===== src/rtl/exec_unit_micro.sv =====
// ---------------------------------------------------------------------------
// exec_unit_micro
//
// Multi-cycle execute stage for the 8-bit micro. On an accepted start it
// drives the register bank select, captures both read operands, computes one
// of eight ALU operations (multiply is an iterative LSB-first shift-add), then
// issues a single-cycle write-back to the destination register and updates
// the flags register.
//
// Ports:
//   clk      in   system clock, rising edge
//   rst      in   asynchronous reset, active-low
//   start    in   operation request, accepted only while busy = 0
//   op       in   opcode: ADD SUB AND OR XOR SHL MUL MOV (000..111)
//   rx_sel   in   first operand / destination register index
//   ry_sel   in   second operand register index
//   Sel_reg  out  bank select {ry, rx}, held from accept until next accept
//   Rx, Ry   in   bank read data for Sel_reg[2:0] / Sel_reg[5:3]
//   W        out  bank write enable, one cycle per operation
//   DW       out  write-back data, valid while W = 1
//   busy     out  operation in progress
//   done     out  completion pulse, coincident with W
//   flags    out  {Z, C, N, V}, updated at the end of write-back
// ---------------------------------------------------------------------------
module exec_unit_micro #(
    parameter int WIDTH = 8
) (
    input  logic             clk,
    input  logic             rst,
    input  logic             start,
    input  logic [2:0]       op,
    input  logic [2:0]       rx_sel,
    input  logic [2:0]       ry_sel,
    output logic [5:0]       Sel_reg,
    input  logic [WIDTH-1:0] Rx,
    input  logic [WIDTH-1:0] Ry,
    output logic             W,
    output logic [WIDTH-1:0] DW,
    output logic             busy,
    output logic             done,
    output logic [3:0]       flags
);

    localparam int CNT_W = $clog2(WIDTH);
    localparam int MSB   = WIDTH - 1;
    localparam logic [CNT_W-1:0] LAST_BIT = CNT_W'(WIDTH - 1);

    localparam logic [2:0] OP_ADD = 3'b000;
    localparam logic [2:0] OP_SUB = 3'b001;
    localparam logic [2:0] OP_AND = 3'b010;
    localparam logic [2:0] OP_OR  = 3'b011;
    localparam logic [2:0] OP_XOR = 3'b100;
    localparam logic [2:0] OP_SHL = 3'b101;
    localparam logic [2:0] OP_MUL = 3'b110;
    localparam logic [2:0] OP_MOV = 3'b111;

    typedef enum logic [2:0] {
        S_IDLE,
        S_READ,
        S_EXEC,
        S_MUL,
        S_WB
    } state_t;

    state_t state, state_next;

    logic [2:0]         op_q;
    logic [WIDTH-1:0]   op_a, op_b;
    logic [2*WIDTH-1:0] acc, acc_next, partial;
    logic [CNT_W-1:0]   mul_cnt;
    logic [3:0]         flags_pend;   // flags computed ahead, committed in WB

    logic [WIDTH:0]     sum_ext, diff_ext;
    logic [WIDTH-1:0]   alu_res;
    logic               alu_c, alu_v;

    // ---------------- state register ----------------
    // NOTE: sequential state uses non-blocking assignments so every register
    // samples pre-edge values; blocking here would create order-dependent races.
    always_ff @(posedge clk or negedge rst) begin
        if (!rst) state <= S_IDLE;
        else      state <= state_next;
    end

    // ---------------- next-state logic ----------------
    // NOTE: every combinational output gets a default first so no path leaves
    // it unassigned, which would otherwise infer a latch.
    always_comb begin
        state_next = state;
        case (state)
            S_IDLE: if (start) state_next = S_READ;
            S_READ: state_next = (op_q == OP_MUL) ? S_MUL : S_EXEC;
            S_EXEC: state_next = S_WB;
            S_MUL:  if (mul_cnt == LAST_BIT) state_next = S_WB;
            S_WB:   state_next = S_IDLE;
            default: state_next = S_IDLE;
        endcase
    end

    assign busy = (state != S_IDLE);

    // ---------------- single-cycle ALU ----------------
    always_comb begin
        sum_ext  = {1'b0, op_a} + {1'b0, op_b};
        diff_ext = {1'b0, op_a} - {1'b0, op_b};
        alu_res  = '0;
        alu_c    = 1'b0;
        alu_v    = 1'b0;
        case (op_q)
            OP_ADD: begin
                alu_res = sum_ext[WIDTH-1:0];
                alu_c   = sum_ext[WIDTH];
                alu_v   = (op_a[MSB] == op_b[MSB]) && (alu_res[MSB] != op_a[MSB]);
            end
            OP_SUB: begin
                alu_res = diff_ext[WIDTH-1:0];
                alu_c   = diff_ext[WIDTH];   // borrow out == (op_a < op_b)
                alu_v   = (op_a[MSB] != op_b[MSB]) && (alu_res[MSB] != op_a[MSB]);
            end
            OP_AND: alu_res = op_a & op_b;
            OP_OR:  alu_res = op_a | op_b;
            OP_XOR: alu_res = op_a ^ op_b;
            OP_SHL: begin
                alu_res = {op_a[WIDTH-2:0], 1'b0};
                alu_c   = op_a[MSB];
            end
            OP_MOV: alu_res = op_b;
            default: alu_res = '0;   // MUL never completes through EXEC
        endcase
    end

    // ---------------- shift-add multiplier step ----------------
    always_comb begin
        partial  = {{WIDTH{1'b0}}, op_a} << mul_cnt;
        acc_next = op_b[mul_cnt] ? (acc + partial) : acc;
    end

    // ---------------- datapath and outputs ----------------
    always_ff @(posedge clk or negedge rst) begin
        if (!rst) begin
            op_q       <= '0;
            Sel_reg    <= '0;
            op_a       <= '0;
            op_b       <= '0;
            acc        <= '0;
            mul_cnt    <= '0;
            flags_pend <= '0;
            flags      <= '0;
            DW         <= '0;
            W          <= 1'b0;
            done       <= 1'b0;
        end else begin
            // Registered strobes: high exactly while the FSM sits in WB.
            W    <= (state_next == S_WB);
            done <= (state_next == S_WB);

            case (state)
                S_IDLE: begin
                    if (start) begin
                        op_q    <= op;
                        Sel_reg <= {ry_sel, rx_sel};
                    end
                end
                S_READ: begin
                    op_a    <= Rx;
                    op_b    <= Ry;
                    acc     <= '0;
                    mul_cnt <= '0;
                end
                S_EXEC: begin
                    DW         <= alu_res;
                    flags_pend <= {(alu_res == '0), alu_c, alu_res[MSB], alu_v};
                end
                S_MUL: begin
                    acc     <= acc_next;
                    mul_cnt <= mul_cnt + 1'b1;
                    if (mul_cnt == LAST_BIT) begin
                        DW         <= acc_next[WIDTH-1:0];
                        flags_pend <= {(acc_next[WIDTH-1:0] == '0),
                                       (acc_next[2*WIDTH-1:WIDTH] != '0),
                                       acc_next[MSB], 1'b0};
                    end
                end
                S_WB: flags <= flags_pend;
                default: ;
            endcase
        end
    end

endmodule


===== config.mk =====
export PLATFORM = sky130hd
export DESIGN_NAME = exec_unit_micro
export DESIGN_NICKNAME = d
export VERILOG_FILES = /design/src/rtl/exec_unit_micro.sv
export SDC_FILE = /design/constraint.sdc
export NUM_CORES = 1
export LEC_CHECK = 0
export ABC_CLOCK_PERIOD_IN_PS = 5090
export CAP_MARGIN = 40
export CORE_ASPECT_RATIO = 0.6
export CORE_MARGIN = 2
export CORE_UTILIZATION = 40
export CTS_CLUSTER_DIAMETER = 120
export DETAILED_ROUTE_END_ITERATION = 12
export PLACE_DENSITY_LB_ADDON = 0.2
export SKIP_CTS_REPAIR_TIMING = 1
export SLEW_MARGIN = 20
export SYNTH_ARGS = -nofsm -noshare
export SYNTH_HDL_FRONTEND = slang
export SYNTH_SLANG_ARGS = --single-unit

===== constraint.sdc =====
create_clock -name clk -period 5.09 [get_ports clk]
set_input_delay 0.7635 -clock clk [delete_from_list [all_inputs] [get_ports clk]]
set_output_delay 0.7635 -clock clk [all_outputs]
set_load 0.05 [all_outputs]

======== Word-level counts from Yosys, hierarchy flattened ========
Index checks and enable logic that the tools add are counted.
storage, ports and cells
  bits in registers ....................... 64
  latch bits .............................. 0
  memory bits (writable) .................. 0
  memory bits (read-only) ................. 0
  input port bits ......................... 28
  output and inout bits ................... 21
  memories ................................ 0
cells by class
  add/subtract/negate cells ............... 4
  multiply operators ...................... 0
  div/mod/pow operators ................... 0
  order comparisons ....................... 1
  eq/ne operators ......................... 18
  shifts and indexed selects .............. 1
  mux-type cells .......................... 16
  bitwise gates (word level) .............. 3
  reductions and logical operators ........ 12
operator list
  cell                                                                           count
  8-bit one-hot mux with 7 select lines                                          1
  16-bit one-hot mux with 2 select lines                                         1
  3-bit == test (second input constant)                                          7
  16-bit adder                                                                   1
  8-bit zero test                                                                2
  16-bit two-way mux                                                             1
  8-bit one-hot mux with 2 select lines                                          1
  8-bit by 3-bit left shift with 16-bit output                                   1
  3-bit by 2-bit == test with 1-bit output (second input constant)               4
  3-bit one-hot mux with 4 select lines                                          1
  8-bit by 8-bit adder with 9-bit output                                         1
  8-bit by 8-bit subtractor with 9-bit output                                    1
  8-bit bitwise AND                                                              1
  8-bit two-way mux                                                              1
  8-bit bitwise OR                                                               1
  4-bit one-hot mux with 2 select lines                                          1
  8-bit nonzero test                                                             1
  8-bit XOR                                                                      1
  3-bit by 1-bit == test with 1-bit output (second input constant)               2
  3-bit zero test                                                                2
  3-bit two-way mux                                                              2
  3-bit one-hot mux with 2 select lines                                          1
  3-bit by 4-bit less-than comparator with 1-bit output (second input constant)  1
  4-bit two-way mux                                                              1
  12 further kinds                                                               18

======== Logic depth before layout (Yosys ltp) ========
Gate-level depths: netlist of run 1.
  word-level depth ........................ 6
  mapped depth ............................ 17
  mapped depth without buffers ............ 15

======== Least setup slack after synthesis of run 1 ========
Ideal clock, no wire load.
  path kind ............................... register -> register
  start ................................... register mul_cnt[0]
  end ..................................... register flags_pend[2]
  setup time .............................. 125 ps
  data arrival time ....................... 3,122 ps
  required time ........................... 4,965 ps
  setup slack ............................. 1,843 ps
  cell stages (with the launch flop) ...... 16
  path buffers ............................ 2
  path through ............................ dfrtp_1 > buf_2 > clkbuf_1 > mux2i_1 > nand2_1 > o21ai_0 > o22ai_1 > ha_1 > a21oi_1 > o21ai_0 > or4_1 > o21ai_1 > o32ai_1 > nor4_1 > nor4b_2 > nor2b_1
on the way
  cells in the longest elaborated chain, start to end .. 6
ends and longest elaborated chain
  element                                                                                                    line      text
  start, declared                                                                                            70        logic [CNT_W-1:0] mul_cnt;
  start signal, assigned                                                                                     176       mul_cnt <= mul_cnt + 1'b1;
  8-bit by 3-bit left shift with 16-bit output or 1-bit binary-select mux with 3-bit select (tied branches)  134, 135
  16-bit adder or 1-bit two-way mux (tied branches)                                                          135       acc_next = op_b[mul_cnt] ? (acc + partial) : acc;
  16-bit two-way mux                                                                                         135
  8-bit nonzero test                                                                                         180       (acc_next[2*WIDTH-1:WIDTH] != '0),
  4-bit two-way mux                                                                                          177       if (mul_cnt == LAST_BIT) begin
  4-bit one-hot mux with 2 select lines                                                                      157       case (state)
  end signal, assigned                                                                                       172       flags_pend <= {(alu_res == '0), alu_c, alu_res[MSB], alu_v};
  end signal, assigned                                                                                       179       flags_pend <= {(acc_next[WIDTH-1:0] == '0),
  end, declared                                                                                              71        logic [3:0] flags_pend;
Several ways; a longest one is shown, not always the timed one. The select of a mux whose other input is x is not followed.
A chain may end at the register's enable or synchronous reset.

======== Final worst setup path of run 1 ========
Ends and elaborated chain as after synthesis.

==> results of run 1 <==
## per-stage QoR
stage          setup WS, ns  cell area (um^2)
2_1_floorplan          1.84              5090
6_report               1.28              6040
4_1_cts                1.37              6040
3_3_place_gp           1.51              5670
3_5_place_dp           1.42              5680
5_1_grt               0.972              6040
## logic make-up after synthesis
family	share of synthesized area [%]
simple gates	17.0
fa+ha+maj	12.3
mux	9.52
buf+inv	5.24
flops	31.0
xor+xnor	2.41
compound gates	22.6
## critical path: cells and delay by family, from the launching register on
kind	cells	cell delay [ns]
AOI/OAI and AO/OA	7	1.53
and+or+nand+nor	4	1.06
DFF	1	0.71
adders and majority gates	1	0.38
## routing by layer
layer | up-vias | global-route usage, % | share of wire, %
li1 | 2219 | - | -
met1 | 2196 | 37.9 | 52
met2 | 202 | 29.5 | 38
met3 | 10 | 6.03 | 9.7
met4 | 0 | 3.57 | 0.62
met5 | - | 0 | 0
## placed cells by master, fill, tap and decap left out, drive strengths merged, types with 8 or more instances in the layout
master         Yosys  final
clkbuf            23     10
o31ai              8      8
a211oi             8      8
ha                45     45
inv               31     32
nand2             82     82
a21oi             37     37
buf               11      9
nor3              15     15
a21o               9      9
o21ai             60     60
xor2               9      9
mux2i             19     19
mux2              17     17
a22o               8      8
nor2b              8      8
clkdlybuf4s50      0     47
nor2              47     47
dfrtp             63     63
## worst paths after layout
kind	startpoint	to	slack (ns)	depth (start not counted)
setup / recovery	mul_cnt[0]	flags_pend[2]	1.28	12
hold / removal	rst	Sel_reg[1]	0.37	1
setup reg to reg	mul_cnt[0]	flags_pend[2]	1.28	12
hold reg to reg	DW[4]	DW[4]	0.49	2
max in group asynchronous	rst	op_b[1]	3.74	2
min in group clk	DW[4]	DW[4]	0.49	2
## power groups by stage
stage               combinational [uW]  sequential, uW  clock [uW]
floorplan                         2040            1090           0
global placement                  2920            1000           0
detailed placement                2960            1000           0
CTS                               2990            1000         753
global route                      3320            1040         775
finish                            3030            1010         745
## area by class of cell
class	instances	share of cell area (%)
Clock buffer	10	3.95
Timing Repair Buffer	56	8.92
Multi-Input combinational cell	472	53.7
Sequential cell	63	26.1
Clock inverter	6	1.93
Tap cell	165	3.42
Inverter	32	1.99
==> summary.txt, run 1 <==
Status
  – Outcome: complete, no violations

Global routing
  – First-pass GRT wire length: ~24,000 um
  – Pin count of the biggest net entering global routing: 44
  – Tot GR Track Use: 23.0%
  – Vias in the first global route: between 4,000 and 5,000
  – Initial antenna violation count: 0
  – Grt ovf: 0

Flow run
  – Max_cap viols: 0

Synthesis
  – Ys flop type: dfrtp_1
  – Most frequent cell after synthesis: nand2_1
  – Post-Synthesis Cells: ~600
  – Synth Register Bits: 63
  – EDFF count, synth: 0
  – Synth top cells by count: nand2_1 (82), dfrtp_1 (63), o21ai_0 (58), nor2_1 (47), ha_1 (45)
  – Dominant cells by area after synthesis: dfrtp_1 (31%), ha_1 (11%), nand2_1 (6.1%)
  – Mapped cell area: 0.00509 mm^2
  – Sequential area share after synthesis: a little under a third
  – Async S/R FF share, synth: 100%
  – Yosys top cell area share: about 31%
  – Synth warn: 0
  – Cell variety after synth: 58
  – Post-synth top area cell: dfrtp_1
  – Synthesized Nets: about 680
  – Syn Area/Cell: about 8.5 um^2

Placed design
  – Gpl congestion: 0.883
  – Placed wire-length estimate: roughly 11,000 um
  – Inst Count DP: 787
  – IO buf count: 48

Power and ir drop
  – Maximum vdd ir drop: 391 uV
  – PwrDens: slightly below 800 mW/mm^2
  – Comb pwr share: between 60% and 70%
  – Switching Power: about 2400 uW
  – Lkg Pwr: 0.00268 uW
  – Total Power: approximately 4800 uW
  – Sw Share: roughly 51%
  – Internal: 2350 uW
  – Sequential power share: between 20% and 30%
  – Clk network pwr share: roughly 16%

Cells and area
  – # diodes: 0
  – Fin nets: 710
  – Post-Layout Cell Count: ~800
  – Most flops, register: acc
  – Area grow syn2layout: 18.8%
  – Largest regs: acc: 16 flops, op_a: 8 flops, op_b: 8 flops
  – Share of cells above drive strength 1: 8.61%
  – FF+latch area: between 0.0015 and 0.002 mm^2
  – Max reg flops: 16
  – Layout Utilization: between 40% and 50%
  – Fillers: ~1,200
  – Multi-input gate area: between 0.003 and 0.004 mm^2

STA
  – RSZ-0062 raised after global routing: no
  – Count of endpoints failing setup in the final report: 0
  – Max Clk Rate: 0.262 GHz
  – Post-layout min period: between 3 and 4 ns
  – Hold slack: 0.368 ns
  – Worst-Margin Slew: roughly 0.95 ns
  – Final number of max-transition violations: 0
  – Slew headroom: a little over a third
  – Post-route clock skew: 0.00858 ns
  – Final hold violations: 0
  – Total negative setup slack: 0 ns
  – Final Cycle Share: between 70% and 80%

Clock network
  – H-tree levels: 3
  – Clock-pin slew on the worst setup and hold paths: 0.06 ns
  – Num CTS Buffers: 9
  – Root Buffer: clkbuf_16
  – Clk_lat worst skew: roughly 0.34 ns
  – Clk sinks: 63
  – Max clock buf depth: 2
  – CTS tree: yes

Worst setup path
  – Slowest-stage cell, CP: dfrtp_1
  – Element type at the critical path end: register
  – Crit path largest cell delay: approximately 0.71 ns
  – CP Launch Type: register
  – Worst path arrival time: between 4 and 5 ns
  – Crit path cell chain: o21ai_0, o21ai_0, o22ai_1, ha_1, a21oi_1, o21ai_0, or4_1, o21ai_1, o32ai_1, nor4_1, nor4b_2, nor2b_1
  – WS Path Type: register to register
  – CP required: 5.31 ns
  – Critical path's most frequent cell: o21ai_0
  – CP max FO: 16

Detailed routing
  – Post-route ant nets: 0
  – Vias: around 4,600
  – Routed wire length per instance: between 15 and 20 um
  – DR pass1 iterations: 5
  – Total Wirelength: between 15,000 and 20,000 um
  – Via density: approximately 5.8
  – DR iter-0 viols: 493
  – DRC viols: 0

Floorplan
  – Chip Width: around 150 um
  – Row cnt: 31
  – Number of I/O pins: 49
  – Die H: between 90 and 100 um
  – Die area: about 0.014 mm^2
  – Starting density of the core: 41.6%
  – Area of the core: 0.0122 mm^2

Min path
  – HP Class: primary input to asynchronous set/reset pin
No activity file was read; power rests on OpenSTA's default activity.
==> inputs of run 2 (changes only) <==
ABC_CLOCK_PERIOD_IN_PS = 3160   (was 5090)
clock period = 3.16 ns   (was 5.09 ns; I/O delays follow)
==> run 2 against run 1 <==
Compared with the run above: the flow now finishes with violations (setup timing); routed wire length increased by 10%; first-iteration DRC count grew 24%; final cell count increased by 8.5%; sequential power up 59%; clock power increased by 30%; global-route usage is 1.6 points higher.
==> summary.txt, run 2 (same netlist as run 1, synthesis figures left out) <==
Placed design
  – Dpl cell area: 0.00612 mm^2 (was 0.00568 mm^2)
  – Gpl congestion: 0.916 (was 0.883)
  – IO buf count: 48 (unchanged)
  – Placed wire-length estimate: 12,200 um (was 11,200 um)

Global routing
  – GR Layer Usage met1: 39.3% (was 37.9%)
  – Tot GR Track Use: 24.6% (was 23.0%)
  – First-pass GRT wire length: 25,900 um (was 24,200 um)
  – GR Util met2: 32.4% (was 29.5%)
  – Most Crowded Layer GR: met1 (unchanged)
  – Pin count of the biggest net entering global routing: 64 (was 44)
  – Met3 Track Usage GR: 6.93% (was 6.03%)
  – Vias in the first global route: 4,679 (was 4,266)
  – Initial antenna violation count: 0 (unchanged)
  – Grt ovf: 0 (unchanged)

Clock network
  – Clk sinks: 63 (unchanged)
  – Clk_lat worst skew: 0.34 ns (about the same)
  – Root Buffer: clkbuf_16 (unchanged)
  – Clock-pin slew on the worst setup and hold paths: 0.07 ns (was 0.06 ns)
  – H-tree levels: 3 (unchanged)
  – Max clock buf depth: 2 (unchanged)
  – Num CTS Buffers: 9 (unchanged)
  – CTS tree: yes (unchanged)

STA
  – Post-layout min period: 3.29 ns (was 3.81 ns)
  – RSZ-0062 raised after global routing: yes (was no)
  – Worst-Margin Slew: 0.671 ns (was 0.948 ns)
  – Slew headroom: 55.2% (was 35.2%)
  – Final hold violations: 0 (unchanged)
  – Crit path setup slack, layout: -0.134 ns (was 1.28 ns)
  – Max Clk Rate: 0.304 GHz (was 0.262 GHz)
  – Final Cycle Share: 104% (was 74.9%)
  – Final number of max-transition violations: 0 (unchanged)
  – Count of endpoints failing setup in the final report: 3 (was 0)
  – Post-route clock skew: 0.00817 ns (was 0.00858 ns)

Worst setup path
  – Critical path buffers and inverters: 2 (was 0)
  – CP max FO: 5 (was 16)
  – Worst path arrival time: 3.51 ns (was 4.03 ns)
  – Crit path largest cell delay: 0.46 ns (was 0.71 ns)
  – Crit path cell chain: buf_12, mux2i_4, mux2_4, nor2_2, ha_2, a21o_1, nand4_1, a211oi_4, o21ai_4, buf_4, a22o_1, nor4_2, nor4b_2, nor2b_1 (was o21ai_0, o21ai_0, o22ai_1, ha_1, a21oi_1, o21ai_0, or4_1, o21ai_1, o32ai_1, nor4_1, nor4b_2, nor2b_1)
  – WS Path Type: register to register (unchanged)
  – Element type at the critical path end: register (unchanged)
  – Crit path max-delay family: simple AND/OR/NAND/NOR gates (was compound AO/OA/AOI/OAI gates)
  – CP Launch Type: register (unchanged)
  – Slowest-stage cell, CP: dfrtp_2 (was dfrtp_1)
  – CP required: 3.38 ns (was 5.31 ns)

Detailed routing
  – Total Wirelength: 16,700 um (was 15,100 um)
  – Post-route ant nets: 0 (unchanged)
  – Via density: 5.73 (was 5.75)
  – DR iter-0 viols: 612 (was 493)
  – DRC viols: 0 (unchanged)
  – DR pass1 iterations: 5 (unchanged)
  – Routed wire length per instance: 19.1 um (was 18.8 um)
  – Vias: 4,997 (was 4,627)

Min path
  – HP Class: primary input to asynchronous set/reset pin (unchanged)

Status
  – Failing checks: setup timing
  – Outcome: finished, violations left (was complete, no violations)

Floorplan
  – Row cnt: 31 (unchanged)
  – Chip Width: 150 um (unchanged)
  – Area of the core: 0.0122 mm^2 (unchanged)
  – Starting density of the core: 41.6% (unchanged)
  – Die area: 0.0137 mm^2 (unchanged)
  – Die H: 91.3 um (unchanged)
  – Number of I/O pins: 49 (unchanged)

Power and ir drop
  – Maximum vdd ir drop: 660 uV (was 391 uV)
  – Total Power: 8760 uW (was 4790 uW)
  – Clk network pwr share: 11.1% (was 15.6%)
  – Sequential power share: 18.4% (was 21.0%)
  – Internal: 4310 uW (was 2350 uW)
  – Sw Share: 50.8% (was 50.9%)
  – PwrDens: 1280 mW/mm^2 (was 792 mW/mm^2)
  – Switching Power: 4450 uW (was 2440 uW)
  – Comb pwr share: 70.6% (was 63.4%)
  – Lkg Pwr: 0.00303 uW (was 0.00268 uW)

Cells and area
  – Share of cells above drive strength 1: 25.0% (was 8.61%)
  – Largest regs: acc: 16 flops, op_a: 8 flops, op_b: 8 flops (unchanged)
  – Design area: 0.00686 mm^2 (was 0.00604 mm^2)
  – Fin nets: 778 (was 710)
  – # diodes: 0 (unchanged)
  – Commonest non-fill, non-tap cells in the layout: nand2_1 (81), buf_4 (69), dfrtp_1 (61), o21ai_0 (48), clkdlybuf4s50_1 (47) (was nand2_1 (82), dfrtp_1 (63), o21ai_0 (58), clkdlybuf4s50_1 (47), nor2_1 (46))
  – Commonest non-fill, non-tap cell in the layout: nand2_1 (unchanged)
  – Area grow syn2layout: 34.8% (was 18.8%)
  – Most flops, register: acc (unchanged)
  – Max reg flops: 16 (unchanged)

Flow run
  – Max_cap viols: 0 (unchanged)
## run 2: through the flow
| stage | std cells | TNS, ns | util (%) | hold slack, ns | setup slack [ns] |
|---|---|---|---|---|---|
| after global placement | 845 | -0.180 | 50.1 | 0.475 | -0.178 |
| after detailed placement | 845 | -0.366 | 50.1 | 0.470 | -0.302 |
| after CTS | 861 | -0.466 | 52.4 | 0.357 | -0.331 |
| after floorplan | 601 | 0 | - | 0.178 | 0.0338 |
| final | 872 | -0.212 | 56.1 | 0.0465 | -0.134 |
| after global routing | 872 | -0.626 | 56.1 | 0.0593 | -0.214 |
## run 2: area by class of cell
type | count | area (um^2)
flip-flops and latches | 63 | 1580
clock buffers | 9 | 225
repair buffers | 124 | 1100
inverters | 32 | 120
clock inverters | 7 | 57.6
multi-input cells | 472 | 3570
well taps | 165 | 206
fillers | 1102 | 5360
## run 2: power by group through the flow
stage | clock (uW) | sequential (uW) | combinational (uW)
detailed placement | 0 | 1570 | 5440
finish | 968 | 1610 | 6180
CTS | 988 | 1570 | 5480
floorplan | 0 | 1750 | 3290
global route | 1030 | 1660 | 6650
global placement | 0 | 1570 | 5330
## run 2: worst paths after layout
kind                       startpoint             to  slack (ns)  cells after the start
max                        mul_cnt[0]  flags_pend[2]       -0.13                     14
min                               rst        op_b[4]        0.05                      2
max reg2reg                mul_cnt[0]  flags_pend[2]       -0.13                     14
min reg2reg                     DW[4]          DW[4]        0.50                      2
max in group asynchronous         rst     mul_cnt[0]        2.57                      3
min in group clk                DW[4]          DW[4]        0.50                      2
## run 2: per-layer routing
| layer | vias up | part of all wire (%) |
|---|---|---|
| met5 | - | 0 |
| met4 | 0 | 1.1 |
| met3 | 16 | 8.6 |
| met2 | 216 | 40 |
| met1 | 2414 | 50 |
| li1 | 2351 | - |
==> variant (config.mk and constraints of run 2) <==
Set the parameter `WIDTH` to 16 (it was 8).
--- a/src/rtl/exec_unit_micro.sv
+++ b/src/rtl/exec_unit_micro.sv
@@ -25,3 +25,3 @@
 module exec_unit_micro #(
-    parameter int WIDTH = 8
+    parameter int WIDTH = 16
 ) (
Interface: changed (resized DW, Rx and Ry); port bits go from 49 to 73. No check against the original RTL was run, so the function may have changed too.
==> variant against run 2 <==
The flow still finishes with violations (setup timing); final area is 120% higher; sequential share of layout area is 6.0 points lower; wire length up 150%; synthesized area grew 97%; sequential cell count is 41 higher; worst setup slack lost 0.89 ns; fmax down 21%; critical path type unchanged.
Power is not shown: default switching activity piles up to over one toggle a cycle in this logic, so the estimate is an artifact.
==> variant: results (changes against run 2) <==
- The post-route met1 wirelength is 19900 um (was 8340 um).
- Synth top area cells: sky130_fd_sc_hd__dfrtp_1 26%, sky130_fd_sc_hd__ha_1 10%, sky130_fd_sc_hd__nand2_1 6.8%, sky130_fd_sc_hd__o21ai_0 6.8%, sky130_fd_sc_hd__a21oi_1 4.4% (was sky130_fd_sc_hd__dfrtp_1 31%, sky130_fd_sc_hd__ha_1 11%, sky130_fd_sc_hd__nand2_1 6.1%, sky130_fd_sc_hd__o21ai_0 5.7%, sky130_fd_sc_hd__mux2_2 3.8%).
- The post-placement worst setup slack is -1.24 ns (was -0.302 ns).
- The number of global-route vias before repair is 10300 (was 4679).
- The number of fill cells in the layout was 2063 (was 1102).
- The routed wire length on met3 is 4750 um (was 1440 um).
- The clock latency of the later-clocked register in the worst-skew pair is 0.38 ns (was 0.34 ns).
- The number of input and output port buffers inserted is 72 (was 48).
- The placer congestion estimate is 0.980 (was 0.916).
- The maximum clock skew at final layout is 0.00831 ns (was 0.00817 ns).
- The delay of the slowest critical-path stage is 0.58 ns (was 0.46 ns).
- The count of cell types in the netlist came to 79 (was 58).
- The routed length per placed instance is 20.6 um (was 19.1 um).
- The final count of negative-setup-slack endpoints is 39 (was 3).
- The peak fanout along the critical path is 8 (was 5).
- The number of search-and-repair iterations in the first detailed-routing pass was 7 (was 5).
- The normalized max-slew margin came to 47.4% (was 55.2%).
- The global-route usage over all layers was 29.3% (was 24.6%).
- The total placed cells including tap cells was 1930 (was 845).
- The average via count per standard cell is 5.86 (was 5.73).
- Commonest cells in the synthesized netlist: 182 x sky130_fd_sc_hd__nand2_1, 136 x sky130_fd_sc_hd__o21ai_0, 104 x sky130_fd_sc_hd__dfrtp_1, 99 x sky130_fd_sc_hd__nor2_1, 89 x sky130_fd_sc_hd__a21oi_1 (was 82 x sky130_fd_sc_hd__nand2_1, 63 x sky130_fd_sc_hd__dfrtp_1, 58 x sky130_fd_sc_hd__o21ai_0, 47 x sky130_fd_sc_hd__nor2_1, 45 x sky130_fd_sc_hd__ha_1).
- The net count of the mapped netlist is 1413 (was 677).
- The arrival time reported for the critical path endpoint was 4.44 ns (was 3.51 ns).
- The hold slack was 0.0535 ns (was 0.0465 ns).
- The library cell contributing the largest single delay on the critical path is sky130_fd_sc_hd__mux4_2 (was sky130_fd_sc_hd__dfrtp_2).
- The post-layout instance count excluding filler cells is 1983 (was 872).
- The aggregate negative setup slack is -17.76 ns (was -0.212 ns).
- The slack of the critical path is -1.03 ns (was -0.134 ns).
- Failing checks: setup timing (unchanged).
- The share of the yosys chip area belonging to registers is 25.9% (was 31.0%).
- The iteration-0 DRC count of the detailed router is 1473 (was 612).
- The count of nets after finishing is 1783 (was 778).
- The multi-input combinational cell area is 7980 um2 (was 3570 um2).
- Status: finished, violations left (unchanged).
- The placed wire-length estimate is 31200 um (was 12200 um).
- The met3 routing resource usage after global routing is 8.17% (was 6.93%).
-- variant: kinds of logic after synthesis --
family                   Yosys count  share of synthesized area [%]
AO/OA/AOI/OAI                    448                           29.4
AND/OR/NAND/NOR                  405                           18.1
buffers and inverters            154                           6.19
flip-flops                       104                           25.9
adder cells (fa/ha/maj)           83                           10.6
multiplexers                      62                           7.22
XOR/XNOR                          30                           2.62
-- variant: final cells by class --
type	instances	area share, %
Multi-Input combinational cell	1028	51.9
Inverter	65	1.61
Clock buffer	9	1.47
Tap cell	322	2.62
Sequential cell	104	17.0
Timing Repair Buffer	448	24.6
Clock inverter	7	0.733
-- variant: worst max-delay path: cells and delay by family, from the launching register on --
kind,cells,cell delay [ns]
compound gates,9,1.77
fa+ha+maj,1,0.21
buf+inv,1,0.18
flops,1,0.49
xor+xnor,1,0.19
simple gates,2,0.34
mux,2,0.88
